`src/rtl/wb_scheduler_pkg.sv`:
```
// rtl/wb_scheduler_pkg.sv - shared widths, requester encoding and helpers for the writeback scheduler
package wb_scheduler_pkg;

    localparam int REG_ADDR_W = 5;
    localparam int REG_DATA_W = 32;
    localparam int NUM_REGS   = 32;

    typedef enum logic {
        REQ_ALU = 1'b0,
        REQ_LSU = 1'b1
    } req_idx_e;

    function automatic logic [NUM_REGS-1:0] addr_onehot(input logic [REG_ADDR_W-1:0] addr);
        addr_onehot = {{(NUM_REGS-1){1'b0}}, 1'b1} << addr;
    endfunction

endpackage

```
`src/rtl/rr_arb2.sv`:
```
// rtl/rr_arb2.sv - two-requester arbiter, round-robin or fixed LSU priority, one-hot grant
module rr_arb2
    import wb_scheduler_pkg::*;
(
    input  logic       clk,
    input  logic       rst,
    input  logic       rr_mode,
    input  logic [1:0] req,
    output logic [1:0] gnt
);

    req_idx_e last_q;
    req_idx_e last_d;

    // Reset to LSU so the ALU wins the first tie.
    always_ff @(posedge clk or posedge rst) begin
        if (rst) begin
            last_q <= REQ_LSU;
        end else begin
            last_q <= last_d;
        end
    end

    always_comb begin
        gnt    = 2'b00;
        last_d = last_q;
        if (req[REQ_ALU] && req[REQ_LSU]) begin
            if (rr_mode && (last_q == REQ_LSU)) begin
                gnt[REQ_ALU] = 1'b1;
            end else begin
                gnt[REQ_LSU] = 1'b1;
            end
        end else begin
            gnt = req;
        end
        if (gnt[REQ_ALU]) begin
            last_d = REQ_ALU;
        end else if (gnt[REQ_LSU]) begin
            last_d = REQ_LSU;
        end
    end

endmodule

```
`src/rtl/wb_scheduler.sv`:
```
// rtl/wb_scheduler.sv - ALU/LSU writeback arbitration, registered regfile write port and busy scoreboard
module wb_scheduler
    import wb_scheduler_pkg::*;
#(
    parameter int RR_EN = 1
) (
    input  logic                  clk,
    input  logic                  rst,
    input  logic                  i_issue_en,
    input  logic                  i_issue_rs1_en,
    input  logic [REG_ADDR_W-1:0] i_issue_rs1_addr,
    input  logic                  i_issue_rs2_en,
    input  logic [REG_ADDR_W-1:0] i_issue_rs2_addr,
    input  logic                  i_issue_wd_en,
    input  logic [REG_ADDR_W-1:0] i_issue_wd_addr,
    output logic                  o_stall,
    input  logic                  i_alu_valid,
    input  logic [REG_ADDR_W-1:0] i_alu_addr,
    input  logic [REG_DATA_W-1:0] i_alu_data,
    output logic                  o_alu_ready,
    input  logic                  i_lsu_valid,
    input  logic [REG_ADDR_W-1:0] i_lsu_addr,
    input  logic [REG_DATA_W-1:0] i_lsu_data,
    output logic                  o_lsu_ready,
    output logic                  o_wreg_en,
    output logic [REG_ADDR_W-1:0] o_wreg_addr,
    output logic [REG_DATA_W-1:0] o_wreg_data
);

    localparam logic RR_MODE = (RR_EN != 0);
    localparam logic [NUM_REGS-1:0] KEEP_MASK = {{(NUM_REGS-1){1'b1}}, 1'b0};

    logic [1:0]            req;
    logic [1:0]            gnt;
    logic                  any_gnt;
    logic [REG_ADDR_W-1:0] win_addr;
    logic [REG_DATA_W-1:0] win_data;

    logic [NUM_REGS-1:0]   busy_q;
    logic [NUM_REGS-1:0]   clr_vec;
    logic [NUM_REGS-1:0]   set_vec;
    logic [NUM_REGS-1:0]   eff_busy;
    logic                  hazard;
    logic                  issue_fire;

    // Requests are masked during reset so neither ready can rise.
    assign req = {i_lsu_valid, i_alu_valid} & {2{~rst}};

    rr_arb2 u_arb (
        .clk     (clk),
        .rst     (rst),
        .rr_mode (RR_MODE),
        .req     (req),
        .gnt     (gnt)
    );

    assign o_alu_ready = gnt[REQ_ALU];
    assign o_lsu_ready = gnt[REQ_LSU];
    assign any_gnt     = |gnt;
    assign win_addr    = gnt[REQ_LSU] ? i_lsu_addr : i_alu_addr;
    assign win_data    = gnt[REQ_LSU] ? i_lsu_data : i_alu_data;

    // Writes to x0 are accepted from the requester but never reach the regfile.
    always_ff @(posedge clk or posedge rst) begin
        if (rst) begin
            o_wreg_en   <= 1'b0;
            o_wreg_addr <= '0;
            o_wreg_data <= '0;
        end else begin
            o_wreg_en <= any_gnt && (win_addr != '0);
            if (any_gnt) begin
                o_wreg_addr <= win_addr;
                o_wreg_data <= win_data;
            end
        end
    end

    // The regfile bypasses the write in flight, so its bit no longer blocks issue.
    assign clr_vec  = o_wreg_en ? addr_onehot(o_wreg_addr) : '0;
    assign eff_busy = busy_q & ~clr_vec;

    assign hazard = (i_issue_rs1_en && eff_busy[i_issue_rs1_addr]) ||
                    (i_issue_rs2_en && eff_busy[i_issue_rs2_addr]) ||
                    (i_issue_wd_en  && eff_busy[i_issue_wd_addr]);

    assign o_stall    = ~rst && i_issue_en && hazard;
    assign issue_fire = i_issue_en && ~o_stall && i_issue_wd_en && (i_issue_wd_addr != '0);
    assign set_vec    = issue_fire ? addr_onehot(i_issue_wd_addr) : '0;

    always_ff @(posedge clk or posedge rst) begin
        if (rst) begin
            busy_q <= '0;
        end else begin
            busy_q <= ((busy_q & ~clr_vec) | set_vec) & KEEP_MASK;
        end
    end

endmodule

```
`config.mk`:
```
export PLATFORM = sky130hd
export DESIGN_NAME = wb_scheduler
export DESIGN_NICKNAME = d
export VERILOG_FILES = /design/src/rtl/wb_scheduler_pkg.sv /design/src/rtl/rr_arb2.sv /design/src/rtl/wb_scheduler.sv
export SDC_FILE = /design/constraint.sdc
export NUM_CORES = 1
export LEC_CHECK = 0
export BUFFER_PORTS_ARGS = -buffer_cell sky130_fd_sc_hd__buf_2
export CORE_MARGIN = 3
export CORE_UTILIZATION = 51
export CTS_CLUSTER_SIZE = 28
export DETAILED_ROUTE_END_ITERATION = 10
export PLACE_DENSITY = 0.82
export RECOVER_POWER = 50
export REMOVE_ABC_BUFFERS = 1
export SYNTH_ARGS = -nofsm -noshare
export SYNTH_HDL_FRONTEND = slang
export SYNTH_SLANG_ARGS = --single-unit
```
`constraint.sdc`:
```
create_clock -name clk -period 4.65 [get_ports clk]
set_input_delay 0.2325 -clock clk [delete_from_list [all_inputs] [get_ports clk]]
set_output_delay 0.2325 -clock clk [all_outputs]
set_load 0.02 [all_outputs]
```
==> summary.txt <==
Cells and area
  • Area Growth Syn to Fin: 16.8%
  • Finished Cell Area: 5590 um2
  • Layout cell share with drive strength beyond 1: 25.4%
  • Fillers: ~800
  • ANT cells: 0
  • # nets final: roughly 720

Outcome
  • Outcome: finished with violations
  • Violated checks: max-capacitance violations, max-slew violations

Drt
  • Antenna Nets Post-Route: 0
  • Routed wire length: ~16000 um
  • WL per Instance: roughly 21 um
  • 1st-iter DRT viols: 514
  • Vias per cell: 6.53
  • Vias: 4828
  • Initial DRT Pass Iterations: 7
  • Drt drc: 0

Worst setup path
  • Critical path capture point type: output port
  • Worst path arrival time: 3.65 ns
  • Worst Setup EP: o_stall
  • Worst-path maximum fanout: 32
  • FF-to-FF Start: o_wreg_addr[2]
  • Reg2reg end: busy_q[4]
  • Req. time, crit path: 4.42 ns
  • Crit path launch: o_wreg_addr[0]
  • Crit Path Class: reg2out
  • Reg2reg setup slack: 1.26 ns
  • Crit path launch type: flip-flop
  • Path depth of the worst reg2reg path: 7

Timing
  • Final number of hold-violating endpoints: 0
  • Slew HR: -29.2%
  • Max Clock Skew: around 0.014 ns
  • Worst Tran Pin Value: 1.94 ns
  • Setup ws final: 0.772 ns
  • Final Max Tran Viols: 39
  • Final Setup Violations: 0
  • Final period util: between 80% and 90%
  • Max Fclk: 0.258 GHz
  • RSZ-0062 raised after global routing: no
  • Tmin final: 3.88 ns

Floorplanning
  • Num ports: 138
  • Initial core utilization: between 50% and 60%
  • Die ar.: 10600 um2
  • Core area: between 8000 and 9000 um2
  • Chip width: roughly 100 um
  • Die height: 103 um
  • # rows: 34

Synth
  • Ys flop type: dfrtp_1
  • Mapped Avg Cell Area: 9.17 um2
  • Post-synth ARST share: between 90% and 100%
  • Yosys warnings: 0
  • Post-synth cell types: 62
  • #FFs+latches synth: 70
  • Mapped Cells: 522
  • EDFF count, synth: 0
  • Seq/Total Area, Yosys: 36.6%
  • Mapped Area: 4780 um2

Place
  • GPL Wtd Cong: 1.11
  • Area after DPL: approximately 5400 um2
  • Pre-CTS worst setup slack: 1.22 ns
  • HPWL Detailed: ~12000 um
  • Buffers on Ports: 137

Clock tree
  • Post-CTS Setup Repair Bufs: 0
  • Max Root-Sink Buffers: 2
  • Max H-tree Level: 3
  • CTS Buf Count: 9
  • Clock slew at reported path FFs: 0.08 ns
  • Worst skew pair latency: 0.36 ns
  • # resized after CTS: 0
  • Cts hold-fix bufs: 0
  • CTS sink cnt: 70
  • CTS tree: done
  • CTS root buffer: clkbuf_8

Pwr
  • Pwr/cell area: ~400 nW/um2
  • Tot Pwr: 2.25 mW
  • Max VDD drop: between 0.15 and 0.2 mV
  • Leak: 2.46 nW

GRT
  • Initial antenna violation count: 0
  • Gr ovfl total: 0
  • Largest net degree at the start of global routing: 76
  • Total Routing Usage GR: between 20% and 30%
  • Number of global-route vias before repair: 4596
  • First-pass GRT wire length: 24200 um

Job
  • Max-cap viol count: 1

Worst hold path
  • Hold Path Class: in2reg
-- placed cells by master, fill, tap and decap left out, types with 4 or more instances in the layout --
| cell type | count |
|---|---|
| buf_2 | 105 |
| o31ai_1 | 8 |
| mux2_2 | 16 |
| clkbuf_8 | 10 |
| nor3_1 | 11 |
| dfrtp_1 | 69 |
| o2111ai_1 | 4 |
| or2_2 | 9 |
| clkbuf_1 | 35 |
| nand2_1 | 52 |
| o41ai_1 | 22 |
| nand3_1 | 13 |
| nor2_1 | 14 |
| or3_1 | 4 |
| inv_1 | 12 |
| nand4_1 | 7 |
| o311ai_0 | 11 |
| o21ai_0 | 74 |
| nand2b_1 | 4 |
| a31oi_1 | 4 |
| nand4b_1 | 5 |
| o211ai_1 | 7 |
| mux2i_1 | 54 |
| a21oi_1 | 10 |
| nor4bb_1 | 4 |
-- synthesized netlist by cell type (all sizes together) (11+ instances only) --
library cell,n,area share [%]
mux2,16,3.8
dfrtp,69,36
o21ai,76,8.0
o311ai,12,2.4
mux2i,54,11
nand2,52,4.1
nand3,13,1.4
inv,12,0.94
buf,14,1.9
o41ai,25,5.0
clkbuf,34,2.7
nor3,11,1.2
nor2,14,1.1
-- worst max-delay path, stage by stage, from the launching register on --
cell and delay, ns:
dfrtp_1 0.75, xor2_1 0.55, nor3_1 0.08, or4b_2 0.62, o311a_1 0.12, a41oi_1 0.19, o21a_2 0.60, or2_2 0.22
buf_2 0.15
-- routing by layer --
metal / track usage, % / vias up / share of wire (%)
met3: 6.02 / 56 / 10
met5: 0 / - / 0
met4: 12.0 / 0 / 3.4
met2: 48.1 / 332 / 47
met1: 39.4 / 2235 / 39
li1: - / 2205 / -
-- through the flow --
step | hold slack, ns | setup TNS (ns) | cells | util, %
floorplan | 0.367 | -21.29 | 474 | -
global placement | 0.400 | 0 | 723 | 60.8
detailed placement | 0.418 | 0 | 723 | 60.8
CTS | 0.0377 | 0 | 739 | 63.1
global route | 0.187 | 0 | 739 | 62.6
finish | 0.162 | 0 | 739 | 62.6
-- cells by family after synthesis --
kind of cell,count (synthesis),share of synthesized area [%]
and+or+nand+nor,147,16.7
buffers and inverters,60,5.47
DFF,70,36.6
xor gates and xnor gates,5,0.915
AOI/OAI and AO/OA,167,23.8
muxes,73,16.5
-- how the worst min path moves through the flow --
| stage | slack, ns | startpoint | endpoint | cells past startpoint |
|---|---|---|---|---|
| floorplan | 0.37 | i_lsu_valid | u_arb.last_q | 2 |
| global placement | 0.40 | rst | busy_q[6] | 2 |
| detailed placement | 0.42 | rst | busy_q[2] | 2 |
| CTS | 0.04 | rst | busy_q[2] | 2 |
| global route | 0.19 | i_lsu_data[4] | o_wreg_data[4] | 3 |
| finish | 0.16 | i_lsu_valid | u_arb.last_q | 3 |
-- cell type report --
cell class | instances | area [um2] | share of cell area [%]
Multi-Input combinational cell | 392 | 2780 | 49.8
Sequential cell | 70 | 1750 | 31.4
Timing Repair Buffer | 141 | 672 | 12.0
Clock buffer | 12 | 145 | 2.60
Tap cell | 108 | 135 | 2.42
Clock inverter | 4 | 56.3 | 1.01
Inverter | 12 | 45.0 | 0.806
-- where the power goes --
part	internal (mW)	switching [mW]	total (mW)
registers	0.771	0.173	0.944
logic	0.326	0.469	0.794
clock network	0.266	0.249	0.515
total	1.36	0.890	2.25
-- flip-flops by register name, indices dropped and copies added, names as in the netlist --
register and cells:
o_wreg_data 32, busy_q 31, o_wreg_addr 5, o_wreg_en 1, u_arb.last_q 1
No activity file was read; power rests on OpenSTA's default activity.
